## config.mk

```make
export PLATFORM = sky130hd
export DESIGN_NAME = gaplus_share_arb
export DESIGN_NICKNAME = d
export VERILOG_FILES = /design/src/rtl/gaplus_share_arb.sv
export SDC_FILE = /design/constraint.sdc
export NUM_CORES = 1
export LEC_CHECK = 0
export CAP_MARGIN = 40
export CORE_MARGIN = 5
export CORE_UTILIZATION = 39
export DETAILED_ROUTE_END_ITERATION = 12
export PLACE_DENSITY = 0.8
export SYNTH_ARGS = -nofsm -noshare
export SYNTH_HDL_FRONTEND = slang
export SYNTH_SLANG_ARGS = --single-unit
```

## constraint.sdc

```tcl
create_clock -name clk -period 2.1 [get_ports clk]
set_input_delay 0.525 -clock clk [delete_from_list [all_inputs] [get_ports clk]]
set_output_delay 0.525 -clock clk [all_outputs]
set_load 0.005 [all_outputs]
```

## src/rtl/gaplus_share_arb.sv

```systemverilog
// gaplus_share_arb
//
// Two-port arbiter/sequencer for the Gaplus main/sub CPU shared work RAM.
// Each access is a three-state transaction: IDLE (arbitrate, capture the
// winner's request), ADDR (drive address/data/strobe to the RAM), DATA (RAM
// read data valid, result latched). The ack is registered high in the cycle
// after DATA, which is again IDLE. Round-robin between the two ports on
// contention, port 0 winning the first contention after reset.
//
// Ports:
//   clk, reset            clock, asynchronous active-high reset
//   req0/req1             access requests (held until the matching ack)
//   ad0/ad1, wd0/wd1      request address / write data
//   we0/we1               1 = write, 0 = read
//   ack0/ack1             one-cycle completion pulses
//   rd0/rd1               latched read data per port
//   wait0/wait1           CPU stall (request pending, not yet acked)
//   mem_ad/mem_wd/mem_we  shared-memory address, write data, write strobe
//   mem_rd                shared-memory read data (one cycle after address)
//   sel                   bus owner: 1 = port 0, 0 = port 1
//   busy                  high while a transaction is in ADDR or DATA
module gaplus_share_arb #(
    parameter int AW = 16,
    parameter int DW = 8
) (
    input  logic          clk,
    input  logic          reset,
    input  logic          req0,
    input  logic          req1,
    input  logic [AW-1:0] ad0,
    input  logic [AW-1:0] ad1,
    input  logic [DW-1:0] wd0,
    input  logic [DW-1:0] wd1,
    input  logic          we0,
    input  logic          we1,
    output logic          ack0,
    output logic          ack1,
    output logic [DW-1:0] rd0,
    output logic [DW-1:0] rd1,
    output logic          wait0,
    output logic          wait1,
    output logic [AW-1:0] mem_ad,
    output logic [DW-1:0] mem_wd,
    output logic          mem_we,
    input  logic [DW-1:0] mem_rd,
    output logic          sel,
    output logic          busy
);

    typedef enum logic [1:0] {
        IDLE = 2'd0,
        ADDR = 2'd1,
        DATA = 2'd2
    } state_t;

    state_t        state;
    state_t        state_nxt;
    logic          last;       // port granted most recently (1 = port 1)
    logic [AW-1:0] ad_q;
    logic [DW-1:0] wd_q;
    logic          we_q;
    logic          elig0;
    logic          elig1;
    logic          start;
    logic          grant0;

    // A port whose ack is showing this cycle has just been served; its
    // request is still high only because the CPU has not yet seen the ack.
    assign elig0 = req0 & ~ack0;
    assign elig1 = req1 & ~ack1;

    always_comb begin
        state_nxt = state;
        start     = 1'b0;
        grant0    = 1'b0;
        case (state)
            IDLE: begin
                if (elig0 | elig1) begin
                    start     = 1'b1;
                    state_nxt = ADDR;
                    // Port 0 wins when alone, or on contention if port 1
                    // was the previous owner.
                    grant0    = elig0 & (~elig1 | last);
                end
            end
            ADDR:    state_nxt = DATA;
            DATA:    state_nxt = IDLE;
            default: state_nxt = IDLE;
        endcase
    end

    always_ff @(posedge clk or posedge reset) begin
        if (reset) begin
            state <= IDLE;
        end else begin
            state <= state_nxt;
        end
    end

    // Grant capture: owner, request snapshot and round-robin history
    always_ff @(posedge clk or posedge reset) begin
        if (reset) begin
            sel  <= 1'b1;
            last <= 1'b1;
            ad_q <= '0;
            wd_q <= '0;
            we_q <= 1'b0;
        end else if (start) begin
            sel  <= grant0;
            last <= ~grant0;
            ad_q <= grant0 ? ad0 : ad1;
            wd_q <= grant0 ? wd0 : wd1;
            we_q <= grant0 ? we0 : we1;
        end
    end

    // Completion: ack pulse and read-data capture at the end of DATA
    always_ff @(posedge clk or posedge reset) begin
        if (reset) begin
            ack0 <= 1'b0;
            ack1 <= 1'b0;
            rd0  <= '0;
            rd1  <= '0;
        end else begin
            ack0 <= (state == DATA) &  sel;
            ack1 <= (state == DATA) & ~sel;
            if ((state == DATA) && !we_q) begin
                if (sel) begin
                    rd0 <= mem_rd;
                end else begin
                    rd1 <= mem_rd;
                end
            end
        end
    end

    // Address/data stay parked on the last transaction while idle; the
    // strobe is qualified by state so an async reset kills it at once.
    assign mem_ad = ad_q;
    assign mem_wd = wd_q;
    assign mem_we = (state == ADDR) & we_q;
    assign busy   = (state != IDLE);
    assign wait0  = req0 & ~ack0;
    assign wait1  = req1 & ~ack1;

endmodule
```

==> summary.txt <==
Worst hold path
  • Hold Startpoint: state[1]
  • Hold Path End: state[1]
  • Hold depth: 1
  • Hold Crit Class: reg2reg

Detailed routing
  • DR vias/cell: 5.05
  • Initial DRC Count: 45
  • TritonRoute pass-1 iters: 4
  • # DRC: 0
  • WL/cell: 17.1 um
  • Routed vias: 1711
  • Post-route ant nets: 0
  • Final wirelength: 5.81 mm

Cells and area
  • Final net count: 330
  • Most frequent cells in the layout: clkdlybuf4s50_1 (106), dfrtp_1 (45), and3_1 (23), a221o_1 (23), mux2_2 (16)
  • Most common cell after layout, fill and taps aside: clkdlybuf4s50_1
  • # diodes: 0
  • Layout area overhead: 67.1%
  • Layout cell share with drive strength beyond 1: 16.7%

GRT
  • Remaining global-route overflow: 0
  • Total track usage: 18.0%
  • Vias in the first global route: 1776
  • Largest net degree at the start of global routing: 27
  • Initial antenna violation count: 0
  • First-pass GRT wire length: 8.98 mm

Timing
  • Total negative slack: 0 ps
  • Hold Violations, Final: 0
  • Tmin final: 2020 ps
  • Rel. slew slack: 69.9%
  • Worst slew pin tran: 440 ps
  • Crit share post-route: 96.0%
  • Maximum clock frequency: 0.496 GHz
  • Final Setup Violations: 0
  • Final Skew: 4.69 ps
  • Max-slew violations: 0
  • Hold WS: 502 ps

Place
  • Port Buffer Count: 108
  • Detailed placement HPWL: 4.36 mm
  • GPL Wtd Cong: 0.693

Status
  • Status: finished clean

CTS
  • Clk sink count: 47
  • CTS clk-pin slew, worst paths: 80 ps
  • Max clock buf depth: 2
  • Root buffer cell: clkbuf_8
  • CTS Hold Bufs: 0
  • H-tree depth: 2
  • Total CTS buffers: 5
  • CTS tree: built
  • Worst-Skew Late Latency: 290 ps

Pwr
  • Peak VDD IR: 0.647 mV
  • Power per cell area: 1320 nW/um2
  • Part of the power in registers: 36.9%
  • Internal: 0.00305 W
  • Switching part of the total power: 30.8%
  • Total leakage power: 1.49 nW
  • Switch Pwr: 0.00136 W
  • Clock share of power: 11.8%
  • Comb pwr share: 51.2%

Die
  • Core region area: 5040 um2
  • Die height: 81.7 um
  • I/O pin count: 109
  • Die area: 6680 um2
  • Placement Rows: 26
  • Initial Utilization: 39.8%
  • Die Wd: 81.7 um

Setup path
  • Critical Setup Path Class: reg2out
  • R2R depth: 4
  • CP required: 1570 ps
  • WP data arrival: 1490 ps
  • Reg-to-reg slack, setup: 460 ps
  • CP Max Fanout: 4
  • Startpoint Class: flip-flop
  • Crit. End Element: output port
  • Worst reg2reg path startpoint: sel
  • FF-to-FF End: rd0[6]

Synthesis
  • Seq cells post-synth: 47
  • Synth top area share: 56.1%
  • Synth Warn #: 0
  • Yosys top cell by area: dfrtp_1
  • Synth Net Count: 212
  • Synthesized cell area: 2010 um2
  • Library cells used by synthesis: 23
  • Syn Inst Count: 150
  • Avg Inst Size Synth: 13.4 um2
  • Synth area leaders: dfrtp_1 (56%), a221o_1 (11%), mux2_2 (9.0%)
  • Register area share after synthesis: 58.8%

Run
  • Max cap viols: 0
## critical path, stage by stage, from the launching register on
cell and delay, ps:
dfrtp_1 410, nor2b_1 150, and2_1 140, clkdlybuf4s50_1 500
## timing repair
action,4_1_cts,5_1_grt
endpoints found under the setup margin,2,2
buffers inserted,1,3
gates resized for setup,2,1
## kinds of logic (layout without fill, tap and decap cells)
| group | after synthesis | after routing | share of synthesized area (%) |
|---|---|---|---|
| compound gates | 31 | 31 | 14.7 |
| buf+inv | 18 | 137 | 5.18 |
| simple gates | 38 | 38 | 12.4 |
| flops | 47 | 47 | 58.8 |
| mux | 16 | 16 | 8.98 |
## power by group through the flow
stage / Combinational (W) / Sequential [W] / Clock (W)
detailed placement: 0.00225 / 0.00165 / 0
finish: 0.00226 / 0.00163 / 0.000523
CTS: 0.00225 / 0.00164 / 0.000547
global placement: 0.00219 / 0.00163 / 0
global route: 0.00244 / 0.00170 / 0.000581
floorplan: 0.000958 / 0.00164 / 0
## cells in the mapped netlist
cell type,number
dfrtp_1,45
a221o_1,23
and3_1,23
mux2_2,16
inv_1,7
buf_2,5
buf_6,4
nand2b_1,3
nor4b_1,3
a2111oi_0,2
a211oi_1,2
a21o_1,2
clkbuf_1,2
dfstp_2,2
nor2_1,2
nor3_2,2
a211oi_2,1
and2_1,1
nand2_1,1
nor2b_1,1
o21ai_0,1
or2_1,1
or3b_1,1
## metal layers
layer  up-vias  global-route usage [%]  part of all wire, %
met5         -                       0                    0
met4         0                    6.48                  2.0
met3        10                    4.50                  6.7
met2        61                    31.0                   50
met1       838                    21.8                   41
li1        802                       -                    -
## cell type report
type | count | area, um2
Clock buffer | 6 | 72.6
Clock inverter | 2 | 12.5
Fill cell | 415 | 1690
Inverter | 7 | 26.3
Multi-Input combinational cell | 85 | 739
Sequential cell | 47 | 1180
Tap cell | 70 | 87.6
Timing Repair Buffer | 122 | 1230
## registers in the layout, indices dropped and copies added, names as in the netlist
signal and flops:
ack1 1, we_q 1, mem_ad 16, last 1, mem_wd 8, rd1 8, sel 1, ack0 1
rd0 8, state 2
## stage by stage
stage	power [W]	instances	area (um2)	worst slack (ps)	utilization [%]
final	0.00441	339	3350	84.1	66.5
after global placement	0.00382	327	3240	-99.0	64.2
after global routing	0.00472	339	3350	-40.0	66.5
after detailed placement	0.00389	327	3240	-116	64.2
after CTS	0.00443	336	3330	21.5	66.0
after floorplan	0.00260	150	2010	433	-
## worst max-delay path by stage
stage	slack, ps	startpoint	depth (start not counted)	end
after floorplan	430	req1	5	mem_ad[1]
after global placement	-100	req0	4	wait0
after detailed placement	-120	req0	4	wait0
after CTS	20	state[1]	2	busy
after global routing	-40	state[1]	3	mem_we
final	80	state[1]	3	mem_we
Power figures use the tool's default switching activity.
==> edit: new RTL, same flow settings <==
Make the reset (`reset`) synchronous in 3 clocked blocks. Comments in the files are not updated.
--- a/src/rtl/gaplus_share_arb.sv
+++ b/src/rtl/gaplus_share_arb.sv
@@ -90,5 +90,5 @@
     end
 
-    always_ff @(posedge clk or posedge reset) begin
+    always_ff @(posedge clk) begin
         if (reset) begin
             state <= IDLE;
@@ -99,5 +99,5 @@
 
     // Grant capture: owner, request snapshot and round-robin history
-    always_ff @(posedge clk or posedge reset) begin
+    always_ff @(posedge clk) begin
         if (reset) begin
             sel  <= 1'b1;
@@ -116,5 +116,5 @@
 
     // Completion: ack pulse and read-data capture at the end of DATA
-    always_ff @(posedge clk or posedge reset) begin
+    always_ff @(posedge clk) begin
         if (reset) begin
             ack0 <= 1'b0;
Check against the original RTL: differs if reset is asserted again (counterexample within 4 cycles, from zero or initial values and one cycle with reset high); with reset held inactive, the same outputs for 10 cycles.
==> edit against the original RTL <==
  * Cell area shrank 4.4%
  * Worst hold slack got worse by 0.044 ns
  * Non-clock buffer count down 3
  * Via count increased by 4.6%
  * Setup slack improved by 0.061 ns
  * Wire length fell by 9.3%
  * Sequential cell count is the same
  * Critical path type unchanged
  * Area after synthesis down 5.5%
  * Synthesized cell count is 17% higher
  * Largest cell class unchanged
  * Maximum frequency rose by 3.1%
Power is not compared: it rests on default switching activity, and its combinational part moved more than twofold at a synthesized area within 25%.
==> edit: results (changes against the original RTL) <==
* Status: completed (unchanged)
* Hold Crit Depth at 2 (was 1)
* Final worst slack at 0.145 ns (was 0.0841 ns)
* Critical-path top delay cell: clkdlybuf4s50_1 (unchanged)
* Pre-CTS setup slack at -0.111 ns (was -0.116 ns)
* Inst Count DP at 346 (was 327)
* R2r setup slk at 0.46 ns (about the same)
* H-tree levels at 2 (unchanged)
* CP arrival at 1.43 ns (was 1.49 ns)
* Worst R2R Path Depth at 5 (was 4)
* Initial antenna violation count at 0 (unchanged)
* Routed WL per cell at 14.9 um (was 17.1 um)
* Hold Path Sink: rd1[4] (was state[1])
* WL met1 at 2040 um (was 2410 um)
* Max FO, Critical Path at 9 (was 4)
* Distinct cells, synth at 28 (was 23)
* Initial DRC Count at 77 (was 45)
* Buffer count from post-CTS setup fixing at 0 (was 1)
* Syn Nets at 238 (was 212)
* Antenna diodes at 0 (unchanged)
* Met1 Usage GRT at 18.6% (was 21.8%)
* Worst hold slack at 0.459 ns (was 0.502 ns)
* GP Congestion at 0.718 (was 0.693)
* GRT met2 Usage at 28.0% (was 31.0%)
* CTS Buf Count at 5 (unchanged)
* Max Clock Skew at 0.00754 ns (was 0.00469 ns)
* Max rail drop VDD at 0.000335 V
* GR Util met3 at 10.4% (was 4.50%)
* Predominant post-synthesis flop cell: dfxtp_1 (was dfrtp_1)
* Syn Area/Cell at 10.8 sq um (was 13.4 sq um)
* YS warnings at 0 (unchanged)
* CP max stage delay at 0.49 ns
* Placed Area at 3060 sq um (was 3240 sq um)
* Layout filler cell count at 393 (was 415)
* Uppermost layer routed: met4 (unchanged)
* Worst Tran Pin Value at 0.739 ns (was 0.440 ns)
* Routed met3 length at 830 um (was 392 um)
* Area contributors post-synth: dfxtp_1 50%, nor3b_1 10%, a221o_2 9.5% (was dfrtp_1 56%, a221o_1 11%, mux2_2 9.0%)
* Post-CTS sizing at 4 (was 2)
* Met2 wire len at 2330 um (was 2890 um)
* Drt total wl at 5270 um (was 5810 um)
* Worst-skew pair later-pin latency at 0.30 ns
* Vias in the first global route at 1807 (was 1776)
* Total track usage at 17.1% (was 18.0%)
* DR vias/cell at 5.05 (about the same)
* Largest net degree at the start of global routing at 26 (was 27)
* Post-synth ARST share at 0% (was 100%)
* Min-delay src: rd1[4] (was state[1])
* Layout cell share with drive strength beyond 1 at 16.0% (was 16.7%)
* Setup crit end: busy (was mem_we)
* Clk pin slew, worst setup/hold paths at 0.08 ns (about the same)
* Worst reg2reg path startpoint: state[1] (was sel)
* Part of the Yosys area used for sequential elements at 49.6% (was 58.8%)
* R2R Path End: mem_ad[0] (was rd0[6])
* Max clock buf depth at 2 (unchanged)
* Detail Placement HPWL at 4030 um (was 4360 um)
* Worst Setup SP: state[1] (unchanged)
* DRT Pass-1 Iters at 4 (unchanged)
* Synth top cells by count: 47 x dfxtp_1, 26 x nor3b_1, 17 x nand2_1 (was 45 x dfrtp_1, 23 x a221o_1, 23 x and3_1)
* First-pass GRT wire length at 8520 um (was 8980 um)
## edit: cell count changes in the layout (fill, tap and decap cells not counted), moves of 23 or more
cell and delta:
dfxtp_1 +46, and3_1 -23, nor3b_1 +26, dfrtp_1 -45
## edit: area by class of cell
class,instances,area (sq um),area share [%]
flip-flops and latches,47,942,29.4
clock inverters,3,67.6,2.11
repair buffers,119,1180,36.9
clock buffers,5,68.8,2.15
well taps,67,83.8,2.62
inverters,2,7.51,0.234
multi-input cells,111,853,26.6
## edit: cells by family (layout without fill, tap and decap cells)
family | Yosys count | count (layout) | share of synthesized area, %
DFF | 47 | 47 | 49.6
muxes | 8 | 8 | 4.22
and+or+nand+nor | 64 | 64 | 21.2
AOI/OAI and AO/OA | 39 | 39 | 19.0
buffers and inverters | 18 | 129 | 5.94
## edit: where the power goes
group	leakage [uW]	internal [uW]	switching, uW
Clock	0.0000644	474	300
Sequential	0.000385	958	40.6
Combinational	0.000711	316	150
